`src/rtl/i2c_pkg.sv`:
```
// Shared types for the I2C register-file arbiter.
// Widths and FSM/owner encodings used by the arbiter and its bus.
package i2c_pkg;

    localparam int I2C_ADDR_W = 7;
    localparam int I2C_DATA_W = 8;

    typedef enum logic [1:0] {
        IDLE,
        ACCESS,
        CAPTURE,
        ACK
    } arb_state_t;

    typedef enum logic [1:0] {
        OWN_NONE,
        OWN_I2C,
        OWN_HOST
    } arb_owner_t;

endpackage

```
`src/rtl/i2c_regfile_arbiter_if.sv`:
```
// Requester and memory signals of the register-file arbiter.
// slave = arbiter side, master = requesters plus memory.
interface i2c_regfile_arbiter_if
    import i2c_pkg::*;
#(
    parameter int ADDR_W = I2C_ADDR_W,
    parameter int DATA_W = I2C_DATA_W
);

    logic              i2c_req;
    logic              i2c_we;
    logic [ADDR_W-1:0] i2c_addr;
    logic [DATA_W-1:0] i2c_wdata;
    logic              i2c_ack;
    logic [DATA_W-1:0] i2c_rdata;
    logic              i2c_stretch;

    logic              host_req;
    logic              host_we;
    logic [ADDR_W-1:0] host_addr;
    logic [DATA_W-1:0] host_wdata;
    logic              host_ack;
    logic [DATA_W-1:0] host_rdata;

    logic              mem_en;
    logic              mem_we;
    logic [ADDR_W-1:0] mem_addr;
    logic [DATA_W-1:0] mem_wdata;
    logic [DATA_W-1:0] mem_rdata;

    modport slave (
        input  i2c_req, i2c_we, i2c_addr, i2c_wdata,
        output i2c_ack, i2c_rdata, i2c_stretch,
        input  host_req, host_we, host_addr, host_wdata,
        output host_ack, host_rdata,
        output mem_en, mem_we, mem_addr, mem_wdata,
        input  mem_rdata
    );

    modport master (
        output i2c_req, i2c_we, i2c_addr, i2c_wdata,
        input  i2c_ack, i2c_rdata, i2c_stretch,
        output host_req, host_we, host_addr, host_wdata,
        input  host_ack, host_rdata,
        input  mem_en, mem_we, mem_addr, mem_wdata,
        output mem_rdata
    );

endinterface

```
`src/rtl/i2c_regfile_arbiter.sv`:
```
// Arbitrates the single-port register memory between I2C and host.
// Each access runs IDLE -> ACCESS -> CAPTURE -> ACK.
module i2c_regfile_arbiter
    import i2c_pkg::*;
#(
    parameter int ADDR_W        = I2C_ADDR_W,
    parameter int DATA_W        = I2C_DATA_W,
    parameter int HOST_MAX_WAIT = 4
) (
    input  logic                  clk,
    input  logic                  rst,
    i2c_regfile_arbiter_if.slave  bus
);

    localparam logic [3:0] MAX_WAIT = 4'(HOST_MAX_WAIT);

    arb_state_t        state, state_d;
    arb_owner_t        owner, owner_d;
    logic [3:0]        wait_cnt, wait_d;
    logic              lat_we, we_d;
    logic [ADDR_W-1:0] lat_addr, addr_d;
    logic [DATA_W-1:0] lat_wdata, wdata_d;
    logic [DATA_W-1:0] i2c_rdata_q, host_rdata_q;
    logic              contested;
    logic              grant_host;

    assign contested  = bus.i2c_req && bus.host_req;
    // Host takes a contested slot only after enough consecutive losses
    assign grant_host = bus.host_req
                     && (!bus.i2c_req || wait_cnt >= MAX_WAIT);

    always_comb begin
        state_d = state;
        owner_d = owner;
        wait_d  = wait_cnt;
        we_d    = lat_we;
        addr_d  = lat_addr;
        wdata_d = lat_wdata;
        unique case (state)
            IDLE: begin
                owner_d = OWN_NONE;
                if (bus.i2c_req || bus.host_req) begin
                    state_d = ACCESS;
                    if (grant_host) begin
                        owner_d = OWN_HOST;
                        wait_d  = '0;
                        we_d    = bus.host_we;
                        addr_d  = bus.host_addr;
                        wdata_d = bus.host_wdata;
                    end else begin
                        owner_d = OWN_I2C;
                        if (contested && wait_cnt != 4'hF)
                            wait_d = wait_cnt + 4'd1;
                        we_d    = bus.i2c_we;
                        addr_d  = bus.i2c_addr;
                        wdata_d = bus.i2c_wdata;
                    end
                end
            end
            ACCESS:  state_d = CAPTURE;
            CAPTURE: state_d = ACK;
            ACK:     state_d = IDLE;
            default: state_d = IDLE;
        endcase
    end

    always_ff @(posedge clk or negedge rst) begin
        if (!rst) begin
            state     <= IDLE;
            owner     <= OWN_NONE;
            wait_cnt  <= '0;
            lat_we    <= 1'b0;
            lat_addr  <= '0;
            lat_wdata <= '0;
        end else begin
            state     <= state_d;
            owner     <= owner_d;
            wait_cnt  <= wait_d;
            lat_we    <= we_d;
            lat_addr  <= addr_d;
            lat_wdata <= wdata_d;
        end
    end

    always_ff @(posedge clk or negedge rst) begin
        if (!rst) begin
            i2c_rdata_q  <= '0;
            host_rdata_q <= '0;
        end else if (state == CAPTURE && !lat_we) begin
            if (owner == OWN_I2C)
                i2c_rdata_q <= bus.mem_rdata;
            else if (owner == OWN_HOST)
                host_rdata_q <= bus.mem_rdata;
        end
    end

    assign bus.mem_en      = (state == ACCESS);
    assign bus.mem_we      = (state == ACCESS) && lat_we;
    assign bus.mem_addr    = lat_addr;
    assign bus.mem_wdata   = lat_wdata;
    assign bus.i2c_ack     = (state == ACK) && (owner == OWN_I2C);
    assign bus.host_ack    = (state == ACK) && (owner == OWN_HOST);
    assign bus.i2c_rdata   = i2c_rdata_q;
    assign bus.host_rdata  = host_rdata_q;
    assign bus.i2c_stretch = bus.i2c_req
                          && !((owner == OWN_I2C) && (state == ACK));

endmodule
```
`src/flat_wrapper.sv`:
```
// flat-port wrapper written by rule: the top's interface ports become plain ports
module i2c_regfile_arbiter_flat import i2c_pkg::*;
#(
    parameter int ADDR_W        = I2C_ADDR_W,
    parameter int DATA_W        = I2C_DATA_W,
    parameter int HOST_MAX_WAIT = 4
)
  (clk, rst, bus_i2c_req, bus_i2c_we, bus_i2c_addr, bus_i2c_wdata, bus_i2c_ack, bus_i2c_rdata, bus_i2c_stretch, bus_host_req, bus_host_we, bus_host_addr, bus_host_wdata, bus_host_ack, bus_host_rdata, bus_mem_en, bus_mem_we, bus_mem_addr, bus_mem_wdata, bus_mem_rdata);
  i2c_regfile_arbiter_if #(.ADDR_W(ADDR_W), .DATA_W(DATA_W)) bus_i ();
  input  logic clk;
  input  logic rst;
  input wire logic [$bits(bus_i.i2c_req)-1:0] bus_i2c_req;
  input wire logic [$bits(bus_i.i2c_we)-1:0] bus_i2c_we;
  input wire logic [$bits(bus_i.i2c_addr)-1:0] bus_i2c_addr;
  input wire logic [$bits(bus_i.i2c_wdata)-1:0] bus_i2c_wdata;
  output wire logic [$bits(bus_i.i2c_ack)-1:0] bus_i2c_ack;
  output wire logic [$bits(bus_i.i2c_rdata)-1:0] bus_i2c_rdata;
  output wire logic [$bits(bus_i.i2c_stretch)-1:0] bus_i2c_stretch;
  input wire logic [$bits(bus_i.host_req)-1:0] bus_host_req;
  input wire logic [$bits(bus_i.host_we)-1:0] bus_host_we;
  input wire logic [$bits(bus_i.host_addr)-1:0] bus_host_addr;
  input wire logic [$bits(bus_i.host_wdata)-1:0] bus_host_wdata;
  output wire logic [$bits(bus_i.host_ack)-1:0] bus_host_ack;
  output wire logic [$bits(bus_i.host_rdata)-1:0] bus_host_rdata;
  output wire logic [$bits(bus_i.mem_en)-1:0] bus_mem_en;
  output wire logic [$bits(bus_i.mem_we)-1:0] bus_mem_we;
  output wire logic [$bits(bus_i.mem_addr)-1:0] bus_mem_addr;
  output wire logic [$bits(bus_i.mem_wdata)-1:0] bus_mem_wdata;
  input wire logic [$bits(bus_i.mem_rdata)-1:0] bus_mem_rdata;
  assign bus_i.i2c_req = bus_i2c_req;
  assign bus_i.i2c_we = bus_i2c_we;
  assign bus_i.i2c_addr = bus_i2c_addr;
  assign bus_i.i2c_wdata = bus_i2c_wdata;
  assign bus_i2c_ack = bus_i.i2c_ack;
  assign bus_i2c_rdata = bus_i.i2c_rdata;
  assign bus_i2c_stretch = bus_i.i2c_stretch;
  assign bus_i.host_req = bus_host_req;
  assign bus_i.host_we = bus_host_we;
  assign bus_i.host_addr = bus_host_addr;
  assign bus_i.host_wdata = bus_host_wdata;
  assign bus_host_ack = bus_i.host_ack;
  assign bus_host_rdata = bus_i.host_rdata;
  assign bus_mem_en = bus_i.mem_en;
  assign bus_mem_we = bus_i.mem_we;
  assign bus_mem_addr = bus_i.mem_addr;
  assign bus_mem_wdata = bus_i.mem_wdata;
  assign bus_i.mem_rdata = bus_mem_rdata;
  i2c_regfile_arbiter #(.ADDR_W(ADDR_W), .DATA_W(DATA_W), .HOST_MAX_WAIT(HOST_MAX_WAIT)) u_core (.clk(clk), .rst(rst), .bus(bus_i));
endmodule
```
`config.mk`:
```
export PLATFORM = sky130hd
export DESIGN_NAME = i2c_regfile_arbiter_flat
export DESIGN_NICKNAME = d
export VERILOG_FILES = /design/src/rtl/i2c_pkg.sv /design/src/rtl/i2c_regfile_arbiter_if.sv /design/src/rtl/i2c_regfile_arbiter.sv /design/src/flat_wrapper.sv
export SDC_FILE = /design/constraint.sdc
export NUM_CORES = 1
export LEC_CHECK = 0
export ABC_AREA = 1
export BUFFER_PORTS_ARGS = -buffer_cell sky130_fd_sc_hd__buf_2
export CAP_MARGIN = 20
export CELL_PAD_IN_SITES_DETAIL_PLACEMENT = 1
export CELL_PAD_IN_SITES_GLOBAL_PLACEMENT = 1
export CORE_MARGIN = 3
export CORE_UTILIZATION = 30
export DETAILED_ROUTE_END_ITERATION = 12
export PLACE_DENSITY = 0.73
export SLEW_MARGIN = 20
export SYNTH_ARGS = -nofsm -noshare
export SYNTH_HDL_FRONTEND = slang
export SYNTH_SLANG_ARGS = --single-unit
```
`constraint.sdc`:
```
create_clock -name clk -period 1.59 [get_ports clk]
set_clock_uncertainty 0.05 [all_clocks]
set_input_delay 0.0795 -clock clk [delete_from_list [all_inputs] [get_ports clk]]
set_output_delay 0.0795 -clock clk [all_outputs]
set_load 0.1 [all_outputs]
```
==> impl_metrics.csv, run 1 <==
group,metric,value,unit
outcome,status,"complete, but fails checks",
outcome,violations,"hold timing",
cts,clockBufferDepth,2,
detailed_routing,drt_iter0_drc,92,
setup_path,crit_chain,"inv_1 > ha_2 > nand2_1 > clkinvlp_4 > buf_12",
grt,grt_first_pass_wirelength,9580,um
cts,numCtsBuffers,5,
cts,cts_root_buffer,"clkbuf_8",
synth,ys_seq_area_frac,0.547,
die,core-area,5710,sq um
detailed_routing,drc,0,
setup_path,critPathKind,"reg -> out",
min_path,hp-class,"in -> reg",
setup_path,crit_buf_inv,3,
sta,drv_slew,0,
cts,clock_sinks,40,
grt,grt_max_degree,20,
layout,diodes,0,
sta,rsz0062_at_grt,"true",
cts,tritoncts,"yes",
layout,final_layout_size_suffix_gt1_frac,0.348,
layout,nNetsFinal,358,
cts,clk_pin_slew,80,ps
synth,syn_area,1830,sq um
detailed_routing,vias,1836,
cts,clk_latency,290,ps
run,maxCapViolCount,0,
sta,holdWs,-0.504,ps
detailed_routing,drt-total-wl,5770,um
setup_path,r2r-start,"u_core.state[1]$_DFFE_PN0P_",
die,die_h,84.1,um
setup_path,setup.worst_path.start,"u_core.state[1]$_DFFE_PN0P_",
layout,area_growth,49.1,%
grt,grt.total_usage,0.166,
die,ios,80,
min_path,min_from,"bus_i2c_wdata[3]",
sta,fmax,656,MHz
synth,syn_avg_cell_area,8.97,sq um
placed_design,gp_congestion,0.723,
grt,antenna_found_initial,0,
layout,fillers,689,
detailed_routing,wl_per_cell,15.1,um
synth,syn_inst,204,
cts,cts_setup_buffers,0,
sta,maxSlewHeadroom,0.673,
placed_design,io_buffers,79,
synth,ys_types,19,
setup_path,crit_path_end_kind,"output pin",
detailed_routing,drt_pass1_iterations,4,
die,initial_core_util,0.321,
cts,htreeDepth,2,
setup_path,crit_required,1460,ps
die,die_area,7080,sq um
sta,worst_slack,65.9,ps
synth,ys_ff_latch,40,
placed_design,dp_hpwl,4080,um
setup_path,startpoint_type,"flop",
synth,yosys_warnings,0,
setup_path,slowest_delay,410,ps
grt,grt_pass1_vias,2059,
grt,overflow,0,
detailed_routing,ant_nets,0,
die,fp-row-count,27,
detailed_routing,vias_per_cell,4.81,
sta,finalCriticalPeriod,1520,ps
placed_design,pre_cts_ws,55.4,ps
setup_path,slowest_stage,"dfrtp_1",
setup_path,critPathTopFamily,"flip-flops",
sta,min_period_over_period,0.959,
setup_path,crit_fanout,3,
setup_path,crit_arrival,1390,ps
sta,setup_viol,0,
synth,syn-num-nets,253,
sta,tightestPinTransition,494,ps
sta,final_hold_viol_count,2,
die,die_x,84.1,um
-- state kept, by name, summed over array words and instances (netlist names) --
name and cells:
u_core.wait_cnt 4, u_core.state 2, u_core.bus.i2c_rdata 8, u_core.bus.mem_wdata 8, u_core.bus.host_rdata 8, u_core.bus.mem_addr 7
u_core.lat_we 1, u_core.owner 2
-- per-stage QoR --
step                setup TNS (ps)  utilization  cell area, sq um  std cells  hold WS, ps
floorplan                     -327            -              1840        204         -266
global placement                 0        0.422              2410        354        -2.98
detailed placement               0        0.422              2410        354       -0.598
CTS                              0        0.476              2720        382         2.41
global route                 -15.8        0.478              2730        382         21.6
finish                           0        0.478              2730        382       -0.504
-- worst reg2reg max path, cell delays in order (launching register included) --
cell and delay, ps:
dfrtp_1 410, inv_1 110, ha_2 230, inv_2 80, nor2_8 120, buf_6 180
nand3_1 110, nand3_1 110
-- cell type report --
class                           instances  area [sq um]  area share
Sequential cell                        40          1000       0.367
Tap cell                               72          90.1      0.0330
Inverter                               23          90.1      0.0330
Clock buffer                            5          68.8      0.0252
Clock inverter                          3          42.5      0.0156
Timing Repair Buffer                  108           742       0.272
Multi-Input combinational cell        131           694       0.254
-- cell usage in the layout, fill, tap and decap left out, types with 2 or more instances in the layout --
master / Yosys / layout
nand2_1: 38 / 38
ha_2: 0 / 2
buf_2: 6 / 74
dlygate4sd3_1: 0 / 20
inv_2: 2 / 2
nand4_1: 16 / 16
ha_1: 5 / 3
nand3_1: 36 / 36
clkbuf_8: 0 / 5
clkinvlp_4: 0 / 2
buf_12: 0 / 5
o21ai_0: 22 / 21
nand2_2: 2 / 2
nor2_2: 1 / 3
dfrtp_1: 40 / 40
inv_1: 21 / 20
buf_4: 1 / 8
nor2_1: 6 / 4
-- synthesized netlist by cell type, drive strengths merged --
| library cell | n | area (sq um) |
|---|---|---|
| nor3 | 2 | 10.0 |
| nand3 | 36 | 180 |
| buf | 10 | 63.8 |
| nor2 | 8 | 48.8 |
| a21oi | 1 | 5.00 |
| dfrtp | 40 | 1000 |
| inv | 23 | 86.3 |
| nand4 | 16 | 100 |
| o21ai | 22 | 110 |
| ha | 5 | 62.6 |
| a22oi | 1 | 7.51 |
| nand2 | 40 | 155 |
-- metal layers --
layer  global-route usage  vias up  wire length (um)
met4               0.0336        0                55
met2                0.314       51              3050
met1                0.189      889              2340
met5                    0        -                 0
met3               0.0375        8               331
li1                     -      888                 -
-- what timing repair did --
action | CTS | global route
resized for setup | 0 | 4
hold buffers | 20 | 0
setup endpoints to repair | 0 | 32
endpoints found under the hold margin | 38 | 0
-- path summary, 6_finish.rpt --
| kind | endpoint | slack, ps | cells after the start |
|---|---|---|---|
| max | bus_mem_we | 70 | 5 |
| min reg2reg | u_core.bus.host_rdata[6]$_DFFE_PN0P_ | 440 | 2 |
| min | u_core.bus.mem_wdata[3]$_DFFE_PN0P_ | -0.5 | 3 |
| min in group asynchronous | u_core.bus.host_rdata[2]$_DFFE_PN0P_ | 200 | 2 |
| max reg2reg | u_core.bus.mem_wdata[0]$_DFFE_PN0P_ | 130 | 7 |
| max in group asynchronous | u_core.bus.mem_addr[1]$_DFFE_PN0P_ | 720 | 3 |
-- logic make-up (layout without fill, tap and decap cells) --
family	Yosys count	after routing	synth area share
buffers and inverters	33	139	0.0820
AND/OR/NAND/NOR	102	102	0.270
flip-flops	40	40	0.547
AO/OA/AOI/OAI	24	24	0.0670
adder cells (fa/ha/maj)	5	5	0.0342
Power of run 1 is left out: the tool's default activity adds up to more than one toggle a clock period on the data nets, which glitch-free logic cannot reach.
==> inputs of run 2 (changes only) <==
Settings changed: CORE_ASPECT_RATIO set to 1.75.
==> run 2 against run 1 <==
The flow now finishes without violations; final area is 0.69% higher; flip-flop and latch count stayed put; non-clock buffer count stayed put; core utilization is 1.1 points lower; first-iteration DRC count is 25% lower; register-to-register slack worse by 40 ps; critical path depth stayed put; maximum frequency hardly changed; count of clock-buffer cells in the layout stayed put; sequential share of layout area is 0.25 points lower; highest routed layer unchanged.
==> impl_metrics.csv, run 2 (same netlist as run 1, synthesis figures left out) <==
group,metric,value,unit
grt,grt_pass1_vias,1967,
cts,htreeDepth,2,
setup_path,critPathTopFamily,"flip-flops",
sta,finalCriticalPeriod,1520,ps
setup_path,crit_path_end_kind,"output pin",
sta,final_hold_viol_count,0,
layout,fillers,723,
layout,nNetsFinal,358,
setup_path,critPathKind,"reg -> out",
die,die_h,109,um
detailed_routing,wl_per_cell,14.8,um
layout,final_layout_size_suffix_gt1_frac,0.358,
setup_path,crit_fanout,3,
sta,tightestPinTransition,509,ps
sta,min_period_over_period,0.959,
sta,maxSlewHeadroom,0.661,
die,fp-row-count,37,
setup_path,crit_buf_inv,3,
placed_design,pre_cts_ws,13.1,ps
cts,clk_pin_slew,90,ps
detailed_routing,drt_iter0_drc,69,
layout,area_growth,50.1,%
detailed_routing,drt-total-wl,5760,um
detailed_routing,vias_per_cell,4.74,
placed_design,dp_hpwl,4320,um
placed_design,gp_congestion,0.797,
layout,final_common_cell,"buf_2",
cts,numCtsBuffers,5,
sta,fmax,656,MHz
detailed_routing,ant_nets,0,
layout,fin_util,0.467,
die,die_x,65.1,um
grt,antenna_found_initial,0,
setup_path,crit_required,1460,ps
grt,grt_max_degree,41,
detailed_routing,drt_pass1_iterations,4,
grt,overflow,0,
detailed_routing,vias,1839,
sta,drv_slew,0,
die,die_area,7110,sq um
sta,rsz0062_at_grt,"true",
setup_path,crit_chain,"inv_1 > ha_2 > nand2_1 > clkinvlp_4 > buf_12",
cts,cts_root_buffer,"clkbuf_8",
die,initial_core_util,0.311,
cts,clockBufferDepth,2,
detailed_routing,drc,0,
grt,grt.total_usage,0.170,
run,maxCapViolCount,0,
cts,clock_sinks,40,
sta,worst_slack,65.2,ps
cts,tritoncts,"yes",
layout,final_cell_mix,"74 x buf_2, 40 x dfrtp_1, 37 x nand2_1",
layout,diodes,0,
setup_path,startpoint_type,"flop",
cts,clk_latency,290,ps
grt,grt_first_pass_wirelength,9370,um
die,ios,80,
setup_path,slowest_stage,"dfrtp_1",
setup_path,slowest_delay,410,ps
die,core-area,5880,sq um
min_path,hp-class,"in -> reg",
setup_path,crit_arrival,1400,ps
outcome,status,"finished clean",
cts,cts_setup_buffers,0,
sta,holdWs,4.32,ps
placed_design,io_buffers,79,
sta,finalSetupTns,0,ps
sta,setup_viol,0,
run 2: path summary, 6_finish.rpt:
check                                               start                                   end  slack, ps  cells past startpoint
setup / recovery              u_core.state[1]$_DFFE_PN0P_                            bus_mem_we         70                      5
max in group asynchronous                             rst  u_core.bus.host_rdata[0]$_DFFE_PN0P_        810                      3
hold reg to reg            u_core.wait_cnt[0]$_DFFE_PN0P_        u_core.wait_cnt[0]$_DFFE_PN0P_        440                      1
min in group asynchronous                             rst   u_core.bus.i2c_rdata[5]$_DFFE_PN0P_        310                      3
setup reg to reg              u_core.state[1]$_DFFE_PN0P_    u_core.bus.mem_addr[4]$_DFFE_PN0P_         90                      7
hold / removal                           bus_mem_rdata[5]   u_core.bus.i2c_rdata[5]$_DFFE_PN0P_          4                      3
run 2: routing by layer:
metal | up-vias | wire length [um] | track usage
met1 | 891 | 2080 | 0.183
met5 | - | 0 | 0
met2 | 49 | 3290 | 0.320
li1 | 891 | - | -
met4 | 0 | 106 | 0.0593
met3 | 8 | 285 | 0.0378
run 2: stage by stage:
stage,instances,cell area [sq um]
global placement,359,2410
floorplan,204,1840
finish,388,2750
detailed placement,359,2410
CTS,388,2740
global route,388,2750
run 2: cell type report:
cell class | count | area, sq um | share of cell area
Timing Repair Buffer | 108 | 744 | 0.271
Clock inverter | 3 | 46.3 | 0.0168
Inverter | 23 | 92.6 | 0.0337
Sequential cell | 40 | 1000 | 0.364
Multi-Input combinational cell | 131 | 697 | 0.254
Tap cell | 78 | 97.6 | 0.0355
Clock buffer | 5 | 68.8 | 0.0250
run 2: what timing repair did:
action / CTS / global route
resized for setup: 2 / 9
pin swaps: 0 / 1
endpoints found under the setup margin: 3 / 35
hold endpoints to repair: 61 / 0
hold buffers: 21 / 0
run 2: worst min-delay path, stage by stage:
cell and delay [ps]:
buf_2 100, inv_1 50, o21ai_0 80
Power of run 2 is left out for the same reason.
==> inputs of run 3 (changes only) <==
Settings changed: SLEW_MARGIN 20 to 0.
Clock period 1.59 ns to 1.5 ns, I/O delays scaled along.
==> run 3 against run 2 <==
The flow now finishes with violations (hold timing); largest cell class unchanged; core utilization up 3.3 points; critical path type unchanged; sequential share of layout area decreased by 2.3 points; non-clock buffer count up 6; flip-flop and latch count did not move; die area is the same; global-route usage rose by 0.73 points; critical endpoint is now bus_i2c_stretch; hold slack worse by 9.5 ps; critical path depth stayed put; via count up 4.0%.
==> impl_metrics.csv, run 3 (same netlist as run 1, synthesis figures left out) <==
group,metric,value,unit
setup_path,crit_arrival,1350,ps
sta,holdWs,-5.22,ps
grt,antenna_found_initial,1,
outcome,status,"complete, but fails checks",
sta,min_period_over_period,0.983,
layout,final_common_cell,"buf_2",
cts,clk_pin_slew,80,ps
setup_path,r2r-start,"u_core.state[0]$_DFFE_PN0P_",
layout,diodes,0,
sta,drv_slew,0,
detailed_routing,drt_iter0_drc,55,
setup_path,r2r_end,"u_core.bus.host_rdata[5]$_DFFE_PN0P_",
min_path,hp-class,"in -> reg",
detailed_routing,drt_pass1_iterations,4,
setup_path,rr_worst_depth,8,
die,die_x,65.1,um
sta,setup_viol,0,
placed_design,gp_congestion,0.789,
placed_design,dp_hpwl,4390,um
placed_design,io_buffers,79,
sta,tightestPinTransition,496,ps
die,initial_core_util,0.311,
cts,tritoncts,"yes",
setup_path,crit_fanout,4,
sta,rsz0062_at_grt,"true",
sta,fmax,678,MHz
sta,finalSetupTns,0,ps
cts,clk_latency,290,ps
grt,grt_pass1_vias,2048,
sta,maxSlewHeadroom,0.671,
grt,grt.total_usage,0.177,
placed_design,place_area,2430,sq um
layout,fin_area,2940,sq um
die,die_h,109,um
cts,clock_sinks,40,
detailed_routing,wl_per_cell,16.2,um
die,die_area,7110,sq um
setup_path,crit_required,1370,ps
detailed_routing,drt-total-wl,6400,um
cts,numCtsBuffers,5,
grt,grt_first_pass_wirelength,9710,um
die,fp-row-count,37,
setup_path,setup.worst_path.start,"u_core.owner[1]$_DFFE_PN0N_",
layout,nNetsFinal,364,
setup_path,startpoint_type,"flop",
cts,cts_root_buffer,"clkbuf_8",
layout,final_cell_mix,"74 x buf_2, 38 x dfrtp_1, 36 x nand2_1",
detailed_routing,vias,1913,
sta,worst_slack,25.8,ps
sta,finalCriticalPeriod,1470,ps
sta,final_hold_viol_count,1,
die,core-area,5880,sq um
detailed_routing,drc,0,
die,ios,80,
detailed_routing,vias_per_cell,4.86,
placed_design,pre_cts_ws,-25.4,ps
layout,area_growth,60.8,%
layout,fin_util,0.501,
setup_path,critPathKind,"reg -> out",
layout,final_layout_size_suffix_gt1_frac,0.411,
outcome,violations,"hold timing",
detailed_routing,ant_nets,0,
grt,overflow,0,
cts,clockBufferDepth,2,
setup_path,crit_path_end_kind,"output pin",
cts,htreeDepth,2,
run,maxCapViolCount,0,
setup_path,crit_end,"bus_i2c_stretch",
grt,grt_max_degree,41,
setup_path,reg2reg_slack,40,ps
[run 3: cell count changes in the layout (fill, tap and decap cells not counted), sizes merged]
cell / before / now
clkinv: 0 / 1
clkbuf: 5 / 6
inv: 23 / 22
buf: 87 / 92
[run 3: what timing repair did]
item / CTS / global route
hold buffers: 20 / 1
resized for setup: 7 / 37
setup buffers: 0 / 4
hold endpoints to repair: 60 / 1
setup endpoints to repair: 14 / 40
pin swaps: 0 / 4
cloned: 0 / 2
[run 3: final cells by class]
cell class | count | area [sq um]
Clock buffer | 5 | 68.8
Clock inverter | 3 | 42.5
Fill cell | 699 | 2940
Inverter | 23 | 100
Multi-Input combinational cell | 131 | 791
Sequential cell | 40 | 1000
Tap cell | 78 | 97.6
Timing Repair Buffer | 114 | 840
[run 3: metal layers]
metal / wire length (um) / part of all wire / global-route usage
met1: 2100 / 0.33 / 0.182
met2: 3830 / 0.60 / 0.342
met3: 317 / 0.050 / 0.0389
met4: 135 / 0.021 / 0.0653
met5: 7 / 0.0011 / 0
[run 3: how the worst min path moves through the flow]
stage                           startpoint                                    to  slack (ps)  depth (start not counted)
after global routing      bus_mem_rdata[0]   u_core.bus.i2c_rdata[0]$_DFFE_PN0P_           5                          3
final                     bus_mem_rdata[0]   u_core.bus.i2c_rdata[0]$_DFFE_PN0P_          -5                          3
after floorplan                        rst  u_core.bus.host_rdata[0]$_DFFE_PN0P_        -270                          0
after CTS                 bus_i2c_wdata[5]   u_core.bus.mem_wdata[5]$_DFFE_PN0P_         0.2                          3
after detailed placement               rst  u_core.bus.host_rdata[5]$_DFFE_PN0P_          20                          2
after global placement                 rst   u_core.bus.i2c_rdata[5]$_DFFE_PN0P_          10                          2
[run 3: stage by stage]
step / cells / hold slack (ps)
final: 394 / -5.22
after global routing: 394 / 5.18
after CTS: 387 / 0.164
after detailed placement: 359 / 18.4
after global placement: 359 / 12.7
after floorplan: 204 / -271
[run 3: worst max-delay path, stage by stage (launching register included)]
cell	delay [ps]
dfrtp_1	410
inv_2	140
nand2_1	120
o21ai_2	160
inv_2	60
buf_12	160
Power of run 3 is left out for the same reason.
